`src/rtl/clock_pkg.sv`:
```
// Shared types, field limits and wrap-aware step helpers for the clock time-setting logic.
package clock_pkg;

  typedef enum logic [2:0] {StRun, StSetH, StSetM, StSetS, StCommit} state_e;

  localparam int unsigned HOURS_W  = 5;
  localparam int unsigned MINSEC_W = 6;

  localparam logic [HOURS_W-1:0]  HOURS_MAX  = 5'd23;
  localparam logic [MINSEC_W-1:0] MINSEC_MAX = 6'd59;

  function automatic logic [HOURS_W-1:0] step_hours(input logic [HOURS_W-1:0] v,
                                                    input logic up, input logic dn);
    step_hours = v;
    if (up) begin
      step_hours = (v == HOURS_MAX) ? '0 : v + 5'd1;
    end else if (dn) begin
      step_hours = (v == '0) ? HOURS_MAX : v - 5'd1;
    end
  endfunction

  function automatic logic [MINSEC_W-1:0] step_minsec(input logic [MINSEC_W-1:0] v,
                                                      input logic up, input logic dn);
    step_minsec = v;
    if (up) begin
      step_minsec = (v == MINSEC_MAX) ? '0 : v + 6'd1;
    end else if (dn) begin
      step_minsec = (v == '0) ? MINSEC_MAX : v - 6'd1;
    end
  endfunction

endpackage

```
`src/rtl/clock_set_ctrl_if.sv`:
```
// Signal bundle between the set controller and its surroundings (buttons, counter, display).
interface clock_set_ctrl_if;
  import clock_pkg::*;

  logic                seconds_pulse_i;
  logic                inc_i;
  logic                dec_i;
  logic                config_i;
  logic [HOURS_W-1:0]  hours_i;
  logic [MINSEC_W-1:0] minutes_i;
  logic [MINSEC_W-1:0] seconds_i;
  logic                run_en_o;
  logic                load_o;
  logic [HOURS_W-1:0]  load_hours_o;
  logic [MINSEC_W-1:0] load_minutes_o;
  logic [MINSEC_W-1:0] load_seconds_o;
  logic [2:0]          field_sel_o;
  logic                blink_o;

  // Controller side.
  modport master (
    input  seconds_pulse_i, inc_i, dec_i, config_i, hours_i, minutes_i, seconds_i,
    output run_en_o, load_o, load_hours_o, load_minutes_o, load_seconds_o, field_sel_o,
    blink_o
  );

  // Environment side: buttons, counter and display.
  modport slave (
    output seconds_pulse_i, inc_i, dec_i, config_i, hours_i, minutes_i, seconds_i,
    input  run_en_o, load_o, load_hours_o, load_minutes_o, load_seconds_o, field_sel_o,
    blink_o
  );
endinterface

```
`src/rtl/btn_step_gen.sv`:
```
// Rising-edge detect plus hold-to-repeat; emits a one-cycle step pulse per edge and repeat tick.
module btn_step_gen #(
  parameter int unsigned REPEAT_DELAY  = 50_000_000,
  parameter int unsigned REPEAT_PERIOD = 20_000_000
) (
  input  logic clk,
  input  logic rst,
  input  logic level,
  output logic step
);

  localparam int unsigned CntW = $clog2(REPEAT_DELAY + 1);
  // After a repeat tick, reload so the next tick lands REPEAT_PERIOD cycles later.
  localparam logic [CntW-1:0] Reload = CntW'(REPEAT_DELAY - REPEAT_PERIOD + 1);

  logic            prev_q;
  logic [CntW-1:0] cnt_q, cnt_d;
  logic            edge_det, rpt;

  always_comb begin
    edge_det = level & ~prev_q;
    rpt      = 1'b0;
    cnt_d    = cnt_q;
    if (!level) begin
      cnt_d = '0;
    end else if (edge_det) begin
      cnt_d = CntW'(1);
    end else if (cnt_q == '0) begin
      // Held since before reset: no edge seen, so no repeat either.
      cnt_d = '0;
    end else if (cnt_q == CntW'(REPEAT_DELAY)) begin
      rpt   = 1'b1;
      cnt_d = Reload;
    end else begin
      cnt_d = cnt_q + CntW'(1);
    end
  end

  assign step = edge_det | rpt;

  always_ff @(posedge clk or posedge rst) begin
    if (rst) begin
      prev_q <= 1'b1;
      cnt_q  <= '0;
    end else begin
      prev_q <= level;
      cnt_q  <= cnt_d;
    end
  end

endmodule

```
`src/rtl/clock_set_ctrl.sv`:
```
// Time-setting controller: edits a shadow copy of h/m/s with the counter frozen, then loads it.
module clock_set_ctrl
  import clock_pkg::*;
#(
  parameter int unsigned REPEAT_DELAY  = 50_000_000,
  parameter int unsigned REPEAT_PERIOD = 20_000_000,
  parameter int unsigned BLINK_HALF    = 25_000_000,
  parameter int unsigned TIMEOUT_S     = 30
) (
  input  logic                   clk_100MHz_i,
  input  logic                   reset_i,
  clock_set_ctrl_if.master       bus
);

  localparam int unsigned IdleW  = $clog2(TIMEOUT_S + 1);
  localparam int unsigned BlinkW = $clog2(BLINK_HALF + 1);

  state_e              state_q, state_d;
  logic                cfg_prev_q;
  logic                cfg_edge, inc_step, dec_step, up, dn;
  logic [HOURS_W-1:0]  hrs_q, hrs_d;
  logic [MINSEC_W-1:0] min_q, min_d, sec_q, sec_d;
  logic [IdleW-1:0]    idle_q, idle_d;
  logic [BlinkW-1:0]   blink_cnt_q, blink_cnt_d;
  logic                blink_q, blink_d;

  btn_step_gen #(.REPEAT_DELAY(REPEAT_DELAY), .REPEAT_PERIOD(REPEAT_PERIOD)) u_inc (
    .clk   (clk_100MHz_i),
    .rst   (reset_i),
    .level (bus.inc_i),
    .step  (inc_step)
  );

  btn_step_gen #(.REPEAT_DELAY(REPEAT_DELAY), .REPEAT_PERIOD(REPEAT_PERIOD)) u_dec (
    .clk   (clk_100MHz_i),
    .rst   (reset_i),
    .level (bus.dec_i),
    .step  (dec_step)
  );

  assign cfg_edge = bus.config_i & ~cfg_prev_q;
  assign up       = inc_step & ~dec_step;
  assign dn       = dec_step & ~inc_step;

  always_comb begin
    state_d     = state_q;
    hrs_d       = hrs_q;
    min_d       = min_q;
    sec_d       = sec_q;
    idle_d      = idle_q;
    blink_cnt_d = blink_cnt_q;
    blink_d     = blink_q;

    unique case (state_q)
      StRun: begin
        idle_d = '0;
        if (cfg_edge) begin
          hrs_d   = bus.hours_i;
          min_d   = bus.minutes_i;
          sec_d   = bus.seconds_i;
          state_d = StSetH;
        end
      end
      StSetH, StSetM, StSetS: begin
        if (cfg_edge) begin
          idle_d  = '0;
          state_d = (state_q == StSetH) ? StSetM : (state_q == StSetM) ? StSetS : StCommit;
        end else if (inc_step || dec_step) begin
          idle_d = '0;
          if (state_q == StSetH) hrs_d = step_hours(hrs_q, up, dn);
          if (state_q == StSetM) min_d = step_minsec(min_q, up, dn);
          if (state_q == StSetS) sec_d = step_minsec(sec_q, up, dn);
        end else if (bus.seconds_pulse_i) begin
          if (idle_q == IdleW'(TIMEOUT_S - 1)) begin
            idle_d  = '0;
            state_d = StRun;
          end else begin
            idle_d = idle_q + IdleW'(1);
          end
        end
      end
      StCommit: state_d = StRun;
      default:  state_d = StRun;
    endcase

    // Blink restarts on every field change and stays dark outside the edit states.
    if (state_d != state_q || !(state_d inside {StSetH, StSetM, StSetS})) begin
      blink_cnt_d = '0;
      blink_d     = 1'b0;
    end else if (blink_cnt_q == BlinkW'(BLINK_HALF - 1)) begin
      blink_cnt_d = '0;
      blink_d     = ~blink_q;
    end else begin
      blink_cnt_d = blink_cnt_q + BlinkW'(1);
    end
  end

  always_comb begin
    bus.field_sel_o = 3'b000;
    unique case (state_q)
      StSetH:  bus.field_sel_o = 3'b100;
      StSetM:  bus.field_sel_o = 3'b010;
      StSetS:  bus.field_sel_o = 3'b001;
      default: bus.field_sel_o = 3'b000;
    endcase
  end

  assign bus.run_en_o       = (state_q == StRun);
  assign bus.load_o         = (state_q == StCommit);
  assign bus.load_hours_o   = hrs_q;
  assign bus.load_minutes_o = min_q;
  assign bus.load_seconds_o = sec_q;
  assign bus.blink_o        = blink_q;

  always_ff @(posedge clk_100MHz_i or posedge reset_i) begin
    if (reset_i) begin
      state_q     <= StRun;
      cfg_prev_q  <= 1'b1;
      hrs_q       <= '0;
      min_q       <= '0;
      sec_q       <= '0;
      idle_q      <= '0;
      blink_cnt_q <= '0;
      blink_q     <= 1'b0;
    end else begin
      state_q     <= state_d;
      cfg_prev_q  <= bus.config_i;
      hrs_q       <= hrs_d;
      min_q       <= min_d;
      sec_q       <= sec_d;
      idle_q      <= idle_d;
      blink_cnt_q <= blink_cnt_d;
      blink_q     <= blink_d;
    end
  end

endmodule
```
`src/flat_wrapper.sv`:
```
// flat-port wrapper written by rule: the top's interface ports become plain ports
module clock_set_ctrl_flat import clock_pkg::*;
#(
  parameter int unsigned REPEAT_DELAY  = 50_000_000,
  parameter int unsigned REPEAT_PERIOD = 20_000_000,
  parameter int unsigned BLINK_HALF    = 25_000_000,
  parameter int unsigned TIMEOUT_S     = 30
)
  (clk_100MHz_i, reset_i, bus_seconds_pulse_i, bus_inc_i, bus_dec_i, bus_config_i, bus_hours_i, bus_minutes_i, bus_seconds_i, bus_run_en_o, bus_load_o, bus_load_hours_o, bus_load_minutes_o, bus_load_seconds_o, bus_field_sel_o, bus_blink_o);
  clock_set_ctrl_if bus_i ();
  input  logic clk_100MHz_i;
  input  logic reset_i;
  input wire logic [$bits(bus_i.seconds_pulse_i)-1:0] bus_seconds_pulse_i;
  input wire logic [$bits(bus_i.inc_i)-1:0] bus_inc_i;
  input wire logic [$bits(bus_i.dec_i)-1:0] bus_dec_i;
  input wire logic [$bits(bus_i.config_i)-1:0] bus_config_i;
  input wire logic [$bits(bus_i.hours_i)-1:0] bus_hours_i;
  input wire logic [$bits(bus_i.minutes_i)-1:0] bus_minutes_i;
  input wire logic [$bits(bus_i.seconds_i)-1:0] bus_seconds_i;
  output wire logic [$bits(bus_i.run_en_o)-1:0] bus_run_en_o;
  output wire logic [$bits(bus_i.load_o)-1:0] bus_load_o;
  output wire logic [$bits(bus_i.load_hours_o)-1:0] bus_load_hours_o;
  output wire logic [$bits(bus_i.load_minutes_o)-1:0] bus_load_minutes_o;
  output wire logic [$bits(bus_i.load_seconds_o)-1:0] bus_load_seconds_o;
  output wire logic [$bits(bus_i.field_sel_o)-1:0] bus_field_sel_o;
  output wire logic [$bits(bus_i.blink_o)-1:0] bus_blink_o;
  assign bus_i.seconds_pulse_i = bus_seconds_pulse_i;
  assign bus_i.inc_i = bus_inc_i;
  assign bus_i.dec_i = bus_dec_i;
  assign bus_i.config_i = bus_config_i;
  assign bus_i.hours_i = bus_hours_i;
  assign bus_i.minutes_i = bus_minutes_i;
  assign bus_i.seconds_i = bus_seconds_i;
  assign bus_run_en_o = bus_i.run_en_o;
  assign bus_load_o = bus_i.load_o;
  assign bus_load_hours_o = bus_i.load_hours_o;
  assign bus_load_minutes_o = bus_i.load_minutes_o;
  assign bus_load_seconds_o = bus_i.load_seconds_o;
  assign bus_field_sel_o = bus_i.field_sel_o;
  assign bus_blink_o = bus_i.blink_o;
  clock_set_ctrl #(.REPEAT_DELAY(REPEAT_DELAY), .REPEAT_PERIOD(REPEAT_PERIOD), .BLINK_HALF(BLINK_HALF), .TIMEOUT_S(TIMEOUT_S)) u_core (.clk_100MHz_i(clk_100MHz_i), .reset_i(reset_i), .bus(bus_i));
endmodule
```
`config.mk`:
```
export PLATFORM = sky130hd
export DESIGN_NAME = clock_set_ctrl_flat
export DESIGN_NICKNAME = d
export VERILOG_FILES = /design/src/rtl/clock_pkg.sv /design/src/rtl/clock_set_ctrl_if.sv /design/src/rtl/btn_step_gen.sv /design/src/rtl/clock_set_ctrl.sv /design/src/flat_wrapper.sv
export SDC_FILE = /design/constraint.sdc
export NUM_CORES = 1
export LEC_CHECK = 0
export CORE_MARGIN = 3
export CORE_UTILIZATION = 59
export DETAILED_ROUTE_END_ITERATION = 16
export GPL_TIMING_DRIVEN = 0
export PLACE_DENSITY_LB_ADDON = 0.08
export REMOVE_ABC_BUFFERS = 1
export SLEW_MARGIN = 5
export SYNTH_ARGS = -nofsm -noshare
export SYNTH_HDL_FRONTEND = slang
export SYNTH_SLANG_ARGS = --single-unit
```
`constraint.sdc`:
```
create_clock -name clk_100MHz_i -period 4.05 [get_ports clk_100MHz_i]
set_input_delay 0.405 -clock clk_100MHz_i [delete_from_list [all_inputs] [get_ports clk_100MHz_i]]
set_output_delay 0.405 -clock clk_100MHz_i [all_outputs]
set_load 0.02 [all_outputs]
```
# Word-level counts from Yosys, hierarchy flattened
# Index checks and enable logic that the tools add are counted.
# word_totals
regBits,106
latchBits,0
ramBits,0
mem_bits_ro,0
in_bits,23
output_inout_bits,23
elab_cells,136
mem_count,0
# classes
addsub,10
multipliers,0
n_div,0
n_lt_le_gt_ge,0
n_eq_ne,23
shift,0
muxes,61
bitwise_logic,13
n_reduce_logical,17
# ops
cell,n
2-to-1 mux 26 bit,8
2-to-1 mux 6 bit,16
2-to-1 mux 5 bit,12
"adder 26 x 1 -> 26 bit, second input constant",2
"equality test 26 bit, second input constant",2
logical NOT 26 bit,2
2-to-1 mux 25 bit,2
"adder 25 x 1 -> 25 bit, second input constant",1
"equality test 25 bit, second input constant",1
case mux 6 bit (2 select lines),2
2-to-1 mux 3 bit,7
case mux 5 bit (2 select lines),2
AND reduction 6 bit,3
"adder 6 x 1 -> 6 bit, second input constant",2
"equality test 3 x 2 -> 1 bit, second input constant",4
"equality test 6 bit, second input constant",2
logical NOT 6 bit,2
"subtractor 6 x 1 -> 6 bit, second input constant",2
"adder 5 x 1 -> 5 bit, second input constant",2
"equality test 5 bit, second input constant",2
2-to-1 mux 1 bit,10
"!= test 2 x 1 -> 1 bit, second input constant",5
case mux 3 bit (3 select lines),1
"equality test 3 x 1 -> 1 bit, second input constant",2
other kinds (18),30

# Logic depth before layout (Yosys ltp)
# Gate-level depths: netlist (run 1).
# depth
word_depth,15
mapped_depth,11

# Hierarchy
# Synthesis (run 1) repeated with hierarchy kept, for this count alone.
# unflattened
cells_unflattened,725
area_unflattened_um2,6419.9
# modules_own_cells
module,instances,cells_per_inst,area_per_inst_um2
clock_set_ctrl,1,403,3424.5
btn_step_gen,2,161,1497.7

# Worst setup path after synthesis (run 1)
# Ideal clock, no wire load.
# synth_timing
kind,register to register
startpoint,register u_core.u_dec.cnt_q[0]
endpoint,"register u_core.min_q[2], in the netlist u_core.bus.load_minutes_o[2]"
setup_time_ns,0.139
arrival_time_ns,2.238
required_time_ns,3.911
path_slack_ns,1.674
stages_incl_launch_ff,12
period_less_slack_ns,2.376
cell_sequence,dfrtp_1 inv_1 ha_1 nor4b_1 nand4_1 o32ai_4 nand2b_1 buf_4 buf_2 nor2_1 o32ai_1 a2bb2oi_1
# synth_between
elab_chain_len,13
word_cells_on_any_way,19
classes_between,3 x eq/ne; 9 x mux; 4 x bitwise; 3 x reduce/logical
# synth_lines
element,line,source
start: declaration,btn_step_gen.sv:17,"logic [CntW-1:0] cnt_q, cnt_d;"
start signal: assignment,btn_step_gen.sv:47,cnt_q <= cnt_d;
equality test 26 bit,btn_step_gen.sv:31,end else if (cnt_q == CntW'(REPEAT_DELAY)) begin
2-to-1 mux 1 bit,btn_step_gen.sv:31,
2-to-1 mux 1 bit (*),btn_step_gen.sv:28,end else if (cnt_q == '0) begin
2-to-1 mux 1 bit (*),btn_step_gen.sv:26,end else if (edge_det) begin
2-to-1 mux 1 bit (*),btn_step_gen.sv:24,if (!level) begin
OR 1 bit (*),btn_step_gen.sv:39,assign step = edge_det | rpt;
inverter 1 bit,clock_set_ctrl.sv:42,assign up = inc_step & ~dec_step;
bitwise AND 1 bit,clock_set_ctrl.sv:42,
2-to-1 mux 6 bit,clock_pkg.sv:25,if (up) begin
2-to-1 mux 6 bit,clock_set_ctrl.sv:71,"if (state_q == StSetM) min_d = step_minsec(min_q, up, dn);"
2-to-1 mux 6 bit,clock_set_ctrl.sv:68,end else if (inc_step || dec_step) begin
2-to-1 mux 6 bit,clock_set_ctrl.sv:65,if (cfg_edge) begin
case mux 6 bit (2 select lines),clock_set_ctrl.sv:54,unique case (state_q)
end signal: assignment,clock_set_ctrl.sv:129,min_q <= min_d;
end: declaration,clock_set_ctrl.sv:22,"logic [MINSEC_W-1:0] min_q, min_d, sec_q, sec_d;"
# Mark *: on every way between the ends. The rest lies on a longest branch, timed or not. The select of a mux whose other input is x is not followed.
# A chain may end at the register's enable or synchronous reset.

# Final worst setup path (run 1)
# layout_timing
startpoint,register u_core.u_inc.cnt_q[0]
endpoint,"register u_core.sec_q[2], in the netlist u_core.bus.load_seconds_o[2]"
# layout_between
elab_chain_len,12
word_cells_on_any_way,19
classes_between,3 x eq/ne; 9 x mux; 4 x bitwise; 3 x reduce/logical
# layout_lines
element,line,source
start: declaration,btn_step_gen.sv:17,
start signal: assignment,btn_step_gen.sv:47,
equality test 26 bit,btn_step_gen.sv:31,
2-to-1 mux 1 bit,btn_step_gen.sv:31,
2-to-1 mux 1 bit (*),btn_step_gen.sv:28,
2-to-1 mux 1 bit (*),btn_step_gen.sv:26,
2-to-1 mux 1 bit (*),btn_step_gen.sv:24,
OR 1 bit (*),btn_step_gen.sv:39,
bitwise AND 1 bit,clock_set_ctrl.sv:42,
2-to-1 mux 6 bit,clock_pkg.sv:25,
2-to-1 mux 6 bit,clock_set_ctrl.sv:72,"if (state_q == StSetS) sec_d = step_minsec(sec_q, up, dn);"
2-to-1 mux 6 bit,clock_set_ctrl.sv:68,
2-to-1 mux 6 bit,clock_set_ctrl.sv:65,
case mux 6 bit (2 select lines),clock_set_ctrl.sv:54,
end signal: assignment,clock_set_ctrl.sv:121,sec_q <= '0;
end signal: assignment,clock_set_ctrl.sv:130,sec_q <= sec_d;
end: declaration,clock_set_ctrl.sv:22,
# Marks and branches as above.

==> impl_results.md, run 1 <==
- Outcome: complete, no violations
- Count of mapped cells out of synthesis: approximately 670
- Area delta synth->final: 13.2%
- Final number of max-transition violations: 0
- Cell Area, Synth: 0.00604 mm^2
- Max-cap check violation count: 0
- CP arrival: 3.42 ns
- Final worst path period need: 3.15 ns
- Clock-pin transition on the worst setup and hold timing paths: 0.10 ns
- Input/output buffers: 45
- Detailed router's first-iteration violation count: 242
- Simple logic cell fraction of the synthesized area: 0.260
- Height of the die: 107 um
- Initial standard-cell utilization of the core: 0.612
- Post-cts repair resize count: 0
- Deepest clock path buffer count: 2
- Number of global-route vias before repair: 4834
- Per-cell routed wire length: 14.9 um
- TNS Setup: 0 ns
- Mean instance size in the synthesized netlist: 8.97 um^2
- Critical Path Start Type: register
- WP data required: 4.33 ns
- Number of fillers in the final layout: 766
- Part of the cycle the worst path needs: 0.777
- HPWL after DPL: 8680 um
- Adder and majority gate portion of the synthesized area: 0.0311
- Number of different library cells in the post-synthesis netlist: 61
- Antenna violations before repair: 0
- Synth top area share: 0.427
- Hold slack: 0.431 ns
- Power density over cell area: around 500 mW/mm^2
- Drt drc: 0
- Routability cong.: 0.858
- Synth area leaders: sky130_fd_sc_hd__dfrtp_1, sky130_fd_sc_hd__xor2_1, sky130_fd_sc_hd__nor2_1, sky130_fd_sc_hd__xnor2_1, sky130_fd_sc_hd__nand3_1
- Slew at the pin closest to its max-slew limit: 0.839 ns
- Share of flip-flops with an asynchronous set or reset after synthesis: 1.00
- Row count: 36
- Largest net degree at the start of global routing: 64
- Count of placed standard cells in the final layout, fillers left out: 843
- Antenna diode count: 0
- Peak VDD IR: 0.000392 V
- Detailed Routing Iterations Pass 1: 5
- Critical R2R Launch: u_core.u_inc.cnt_q[0]$_DFF_PP0_
- Total number of vias: roughly 4800
- Capturing point of the worst reg2reg path: u_core.bus.load_seconds_o[2]$_DFFE_PP0P_
- Core box area: 0.00986 mm^2
- Final layout net count: 743
- Worst-case clock skew: 0.0114 ns
- CTS tree: yes
- Final setup violating endpoints: 0
- H-tree depth reported by CTS: 3
- FF-to-FF setup slack: between 0.9 and 1 ns
- Synthesized-area fraction occupied by ao, oa, aoi and oai cells: 0.108
- Count of clock tree sinks: 106
- Share of layout cells above drive strength 1: 0.0493
- Cell type contributing the most total cell area after synthesis: sky130_fd_sc_hd__dfrtp_1
- Max Clock Freq: approximately 320 MHz
- Min-Delay Path Class: in -> async
- Max-Slew Margin vs Limit: 0.438
- Number of CTS-inserted buffers: 9
- Worst Reg2Reg Path Length in Cells: 9
- Total number of yosys warnings: 0
- Total count of hold-check failures in the final report: 0
- Sequential area share after synthesis: 0.440
- Post-CTS setup buffers: 0
- Largest family of logic cells by synthesized area: simple AND/OR/NAND/NOR gates
- Static leakage: 0.00278 uW
- Total die area: between 0.01 and 0.015 mm^2
- Proportion of synthesized area in mux cells: 0.00891
- Overall Global Routing Usage: 0.235
- Startpoint-to-endpoint class of the critical path: reg -> reg
- Post-layout utilization of the core: 0.693
- Number of ports placed on the die boundary: 46
- Via count normalized by instance count: 5.74
- Skew-Pair Late Insertion Delay: 0.38 ns
- Sum of overflow across all layers after global routing: 0
- Xor/xnor share of the synthesized area: 0.118
- # hold bufs at CTS: 0
- Flip-flop cell with the highest count after synthesis: sky130_fd_sc_hd__dfrtp_1
- EDFF count, synth: 0
- Maximum fanout encountered on the critical timing path: 17
- Number of register bits inferred by synthesis: 106
- Width of the die: 107 um
- Sort of element at the end of the critical path: register
- Placed Cells incl. Taps: around 830
- First-pass GRT wire length: 22000 um
- Residual antenna-violating net count after detailed routing: 0
- RSZ-0062 raised after global routing: no
- Cell at the root of the clock tree: sky130_fd_sc_hd__clkbuf_8
- Routed wire length: 12600 um
==> cell type report <==
class	instances	area [um^2]	share of cell area
Multi-Input combinational cell	516	3180	0.465
Sequential cell	106	2660	0.389
Timing Repair Buffer	47	493	0.0722
Tap cell	133	166	0.0244
Clock buffer	10	128	0.0187
Clock inverter	6	113	0.0165
Inverter	25	96.3	0.0141
==> stage by stage <==
step	setup WS, ns	total power, uW	area (um^2)
after CTS	0.868	3350	6830
after global routing	0.594	3560	6830
after floorplan	0.861	2140	5920
after global placement	-0.641	2510	6540
final	0.905	3330	6830
after detailed placement	0.907	2570	6590
==> registers in the layout, indices dropped and copies added (netlist names) <==
register                   cells
u_core.bus.load_hours_o        5
u_core.u_dec.prev_q            1
u_core.bus.blink_o             1
u_core.u_inc.prev_q            1
u_core.blink_cnt_q            25
u_core.state_q                 3
u_core.idle_q                  5
u_core.bus.load_minutes_o      6
u_core.u_dec.cnt_q            26
u_core.u_inc.cnt_q            26
u_core.bus.load_seconds_o      6
u_core.cfg_prev_q              1
==> worst max-delay path by stage <==
stage / startpoint / to / slack (ns) / cells past startpoint
6_report: u_core.u_inc.cnt_q[0]$_DFF_PP0_ / u_core.bus.load_seconds_o[2]$_DFFE_PP0P_ / 0.90 / 9
5_1_grt: u_core.u_inc.cnt_q[0]$_DFF_PP0_ / u_core.bus.load_seconds_o[2]$_DFFE_PP0P_ / 0.59 / 9
4_1_cts: u_core.u_inc.cnt_q[0]$_DFF_PP0_ / u_core.bus.load_seconds_o[2]$_DFFE_PP0P_ / 0.87 / 9
3_5_place_dp: u_core.u_inc.cnt_q[0]$_DFF_PP0_ / u_core.bus.load_seconds_o[2]$_DFFE_PP0P_ / 0.91 / 9
3_3_place_gp: reset_i / u_core.u_inc.cnt_q[18]$_DFF_PP0_ / -0.64 / 2
2_1_floorplan: reset_i / u_core.blink_cnt_q[0]$_DFF_PP0_ / 0.86 / 1
==> layer usage <==
metal	global-route usage	routed length (um)	vias to the layer above	share of wire
met5	0	0	-	0
met4	0.0685	171	0	0.014
met3	0.0542	530	15	0.042
met2	0.392	6200	95	0.49
met1	0.307	5700	2331	0.45
li1	-	-	2401	-
==> critical path, cell delays in order (launching register included) <==
cell and delay [ns]:
sky130_fd_sc_hd__dfrtp_1 0.43, sky130_fd_sc_hd__inv_1 0.07, sky130_fd_sc_hd__ha_1 0.13, sky130_fd_sc_hd__nor4b_1 0.29, sky130_fd_sc_hd__nand4_1 0.25, sky130_fd_sc_hd__o32ai_4 0.45, sky130_fd_sc_hd__nor2b_2 0.77, sky130_fd_sc_hd__nor3b_1 0.10
sky130_fd_sc_hd__o32a_1 0.35, sky130_fd_sc_hd__o22a_1 0.19
==> cells in the mapped netlist, drive strengths merged, types with 6 or more instances <==
master,instances
a21oi,18
a31oi,14
and2,6
and3,10
and4,7
buf,9
clkbuf,17
dfrtp,103
ha,15
inv,25
nand2,62
nand3,50
nand4,19
nor2,109
nor3,18
nor4,11
o21ai,24
xnor2,30
xor2,51
==> cell usage in the layout (no fill, tap or decap), types with 18 or more instances in the layout <==
cell type and count:
sky130_fd_sc_hd__inv_1 24, sky130_fd_sc_hd__a21oi_1 18, sky130_fd_sc_hd__nand3_1 50, sky130_fd_sc_hd__xnor2_1 30
sky130_fd_sc_hd__nor3_1 18, sky130_fd_sc_hd__nand2_1 62, sky130_fd_sc_hd__nor2_1 108, sky130_fd_sc_hd__o21ai_0 18
sky130_fd_sc_hd__xor2_1 51, sky130_fd_sc_hd__dfrtp_1 103, sky130_fd_sc_hd__clkdlybuf4s50_1 45, sky130_fd_sc_hd__nand4_1 19
==> cells by family (layout without fill, tap and decap cells) <==
kind of cell / Yosys count / after routing
AOI/OAI and AO/OA: 91 / 91
xor gates and xnor gates: 81 / 81
adders and majority gates: 15 / 15
buffers and inverters: 51 / 88
DFF: 106 / 106
muxes: 5 / 5
and+or+nand+nor: 324 / 324
==> power by group <==
group / switching (uW) / total, uW / internal [uW]
clock: 361 / 774 / 413
sequential: 249 / 1410 / 1170
combinational: 620 / 1140 / 525
total: 1230 / 3330 / 2100
(Power assumes the default switching activity.)
==> run 2: changes to the inputs <==
- CORE_UTILIZATION: 59 -> 53
- clock period: 4.05 -> 2.7 ns (I/O delays scaled with it)
==> run 2 against run 1 <==
Via count is 1.6% higher. Cell count is 2.5% higher. Register-to-register slack worse by 0.80 ns. Wire length increased by 3.7%. Count of clock-buffer cells in the layout down 1. Critical path depth is 1 higher. Cell area grew 4.9%. Die area rose by 11%.
==> impl_results.md, run 2 (synthesis results as in run 1) <==
- Max Clock Freq: 385 MHz (+21%)
- Core box area: 0.0110 mm^2 (+11%)
- CTS tree: yes
- Detailed Routing Iterations Pass 1: 5 (unchanged)
- Post-layout utilization of the core: 0.653 (-0.0400)
- Residual antenna-violating net count after detailed routing: 0 (unchanged)
- Critical Path Start Type: register
- Max-cap check violation count: 0 (unchanged)
- Via count normalized by instance count: 5.69 (-0.86%)
- Number of CTS-inserted buffers: 9 (unchanged)
- Met1 Usage GRT: 0.278 (-0.0296)
- Peak VDD IR: 0.000555 V (+41%)
- Height of the die: 113 um (+5.2%)
- Initial standard-cell utilization of the core: 0.550 (-0.0623)
- Power density over cell area: 755 mW/mm^2 (+55%)
- Static leakage: 0.00294 uW (+5.8%)
- Detailed router's first-iteration violation count: 361 (+49%)
- Total number of vias: 4920 (+1.6%)
- Met2 Usage GRT: 0.356 (-0.0361)
- Reg power frac: 0.393 (-0.031)
- Per-cell routed wire length: 15.1 um (+1.2%)
- Number of fillers in the final layout: 918 (+20%)
- Area delta synth->final: 18.7%
- Maximum fanout encountered on the critical timing path: 6 (-11)
- CP arrival: 2.87 ns (-0.55 ns)
- Share of layout cells above drive strength 1: 0.0787 (+0.0294)
- Drt drc: 0 (unchanged)
- Overall Global Routing Usage: 0.213 (-0.0225)
- Routability cong.: 0.840 (-2.2%)
- Final layout net count: 757 (+1.9%)
- Int Pwr: 3480 uW (+66%)
- Final number of max-transition violations: 0 (unchanged)
- Count of placed standard cells in the final layout, fillers left out: 864 (+2.5%)
- Combinational share of power: 0.329 (-0.014)
- TNS Setup: 0 ns (unchanged)
- H-tree depth reported by CTS: 3 (unchanged)
- Number of ports placed on the die boundary: 46 (unchanged)
- FF-to-FF setup slack: 0.10 ns (-0.80 ns)
- Row count: 38 (+5.6%)
- Cell at the root of the clock tree: sky130_fd_sc_hd__clkbuf_16
- Final setup violating endpoints: 0 (unchanged)
- Deepest clock path buffer count: 2 (unchanged)
- Routed wire length: 13100 um (+3.7%)
- Startpoint-to-endpoint class of the critical path: reg -> reg
- WP data required: 2.97 ns (-1.36 ns)
- Largest net degree at the start of global routing: 61 (-4.7%)
- Part of the cycle the worst path needs: 0.963 (+0.186)
- Antenna violations before repair: 0 (unchanged)
- Worst-case clock skew: 0.00528 ns (-0.00610 ns)
- Switching share of total power: 0.356 (-0.0126)
- Placed Cells incl. Taps: 834 (+0.85%)
- Met3 track demand over resource: 0.0481 (-0.00606)
- Total die area: 0.0127 mm^2 (+11%)
- # hold bufs at CTS: 0 (unchanged)
- Biggest registers after layout: u_core.u_dec.cnt_q: 26 flops, u_core.u_inc.cnt_q: 26 flops, u_core.blink_cnt_q: 25 flops
- Total count of hold-check failures in the final report: 0 (unchanged)
- Width of the die: 113 um (+5.2%)
- Leading cell type in the layout, fill and taps excluded: sky130_fd_sc_hd__nor2_1
- First-pass GRT wire length: 22500 um (+2.1%)
- Max-Slew Margin vs Limit: 0.465 (+0.0265)
- Commonest non-fill, non-tap cells in the layout: sky130_fd_sc_hd__nor2_1, sky130_fd_sc_hd__dfrtp_1, sky130_fd_sc_hd__nand2_1
- Switching pwr: 1930 uW (+57%)
- Antenna diode count: 0 (unchanged)
- Input/output buffers: 45 (unchanged)
- Outcome: complete, no violations
- Most used routing layer in global routing: met2
- Sort of element at the end of the critical path: register
- Slew at the pin closest to its max-slew limit: 0.803 ns (-0.0360 ns)
- Count of clock tree sinks: 106 (unchanged)
- Sum of overflow across all layers after global routing: 0 (unchanged)
- Share of total power in the clock network: 0.277 (+0.045)
- HPWL after DPL: 8540 um (-1.6%)
- Number of global-route vias before repair: 4778 (-1.2%)
- Skew-Pair Late Insertion Delay: 0.35 ns (-0.03 ns)
- Final worst path period need: 2.60 ns (-0.546 ns)
- Clock-pin transition on the worst setup and hold timing paths: 0.07 ns (-0.03 ns)
- Min-Delay Path Class: in -> async
run 2: cell count changes in the layout (fill, tap and decap cells not counted), sizes merged:
cell and change:
nand2b +1, clkbuf -1, buf +13, clkinvlp +1
run 2: routing by layer:
metal | up-vias | share of wire | wire length [um]
li1 | 2433 | - | -
met3 | 23 | 0.038 | 500
met4 | 0 | 0.018 | 230
met5 | - | 0 | 0
met1 | 2364 | 0.46 | 6000
met2 | 100 | 0.48 | 6330
run 2: metrics by stage:
stage	worst slack [ns]	power (uW)	hold slack (ns)	cell area (um^2)
global route	-0.00963	5730	0.392	7170
CTS	0.0501	5390	0.358	7070
finish	0.101	5410	0.340	7170
detailed placement	-0.834	3850	0.482	6590
global placement	-1.94	3780	0.479	6550
floorplan	-0.354	3200	0.274	5920
run 2: power groups by stage:
stage	clock, uW	combinational [uW]	sequential (uW)
finish	1500	1780	2130
global route	1590	1960	2180
CTS	1530	1750	2110
detailed placement	0	1710	2140
global placement	0	1650	2130
floorplan	0	997	2210
run 2: critical path, cell delays in order, from the launching register on:
cell,delay [ns]
sky130_fd_sc_hd__dfrtp_1,0.39
sky130_fd_sc_hd__inv_1,0.06
sky130_fd_sc_hd__ha_1,0.20
sky130_fd_sc_hd__nor4b_4,0.13
sky130_fd_sc_hd__nand4_1,0.17
sky130_fd_sc_hd__o32ai_4,0.13
sky130_fd_sc_hd__buf_12,0.15
sky130_fd_sc_hd__buf_4,0.15
sky130_fd_sc_hd__or4_1,0.62
sky130_fd_sc_hd__or3b_1,0.40
sky130_fd_sc_hd__o21ai_0,0.14
run 2: worst paths after layout:
check,to,startpoint,depth (start not counted)
max,u_core.idle_q[2]$_DFFE_PP0P_,u_core.u_inc.cnt_q[0]$_DFF_PP0_,10
min,u_core.u_dec.cnt_q[25]$_DFF_PP0_,reset_i,2
max reg2reg,u_core.idle_q[2]$_DFFE_PP0P_,u_core.u_inc.cnt_q[0]$_DFF_PP0_,10
min reg2reg,u_core.blink_cnt_q[0]$_DFF_PP0_,u_core.blink_cnt_q[0]$_DFF_PP0_,1
max in group asynchronous,u_core.u_inc.prev_q$_DFF_PP1_,reset_i,3
min in group clk_100MHz_i,u_core.cfg_prev_q$_DFF_PP1_,bus_config_i,1
run 2: cell type report:
class	instances	area (um^2)	area share
Inverter	25	96.3	0.0134
Clock buffer	9	225	0.0314
Clock inverter	7	116	0.0162
Multi-Input combinational cell	517	3280	0.458
Timing Repair Buffer	60	616	0.0859
Tap cell	140	175	0.0244
Sequential cell	106	2660	0.371
run 2: repair_timing:
action / CTS / global route
endpoints found under the setup margin: 42 / 48
cloned: 1 / 0
buffers inserted: 10 / 3
pin swaps: 2 / 4
resized for setup: 9 / 8
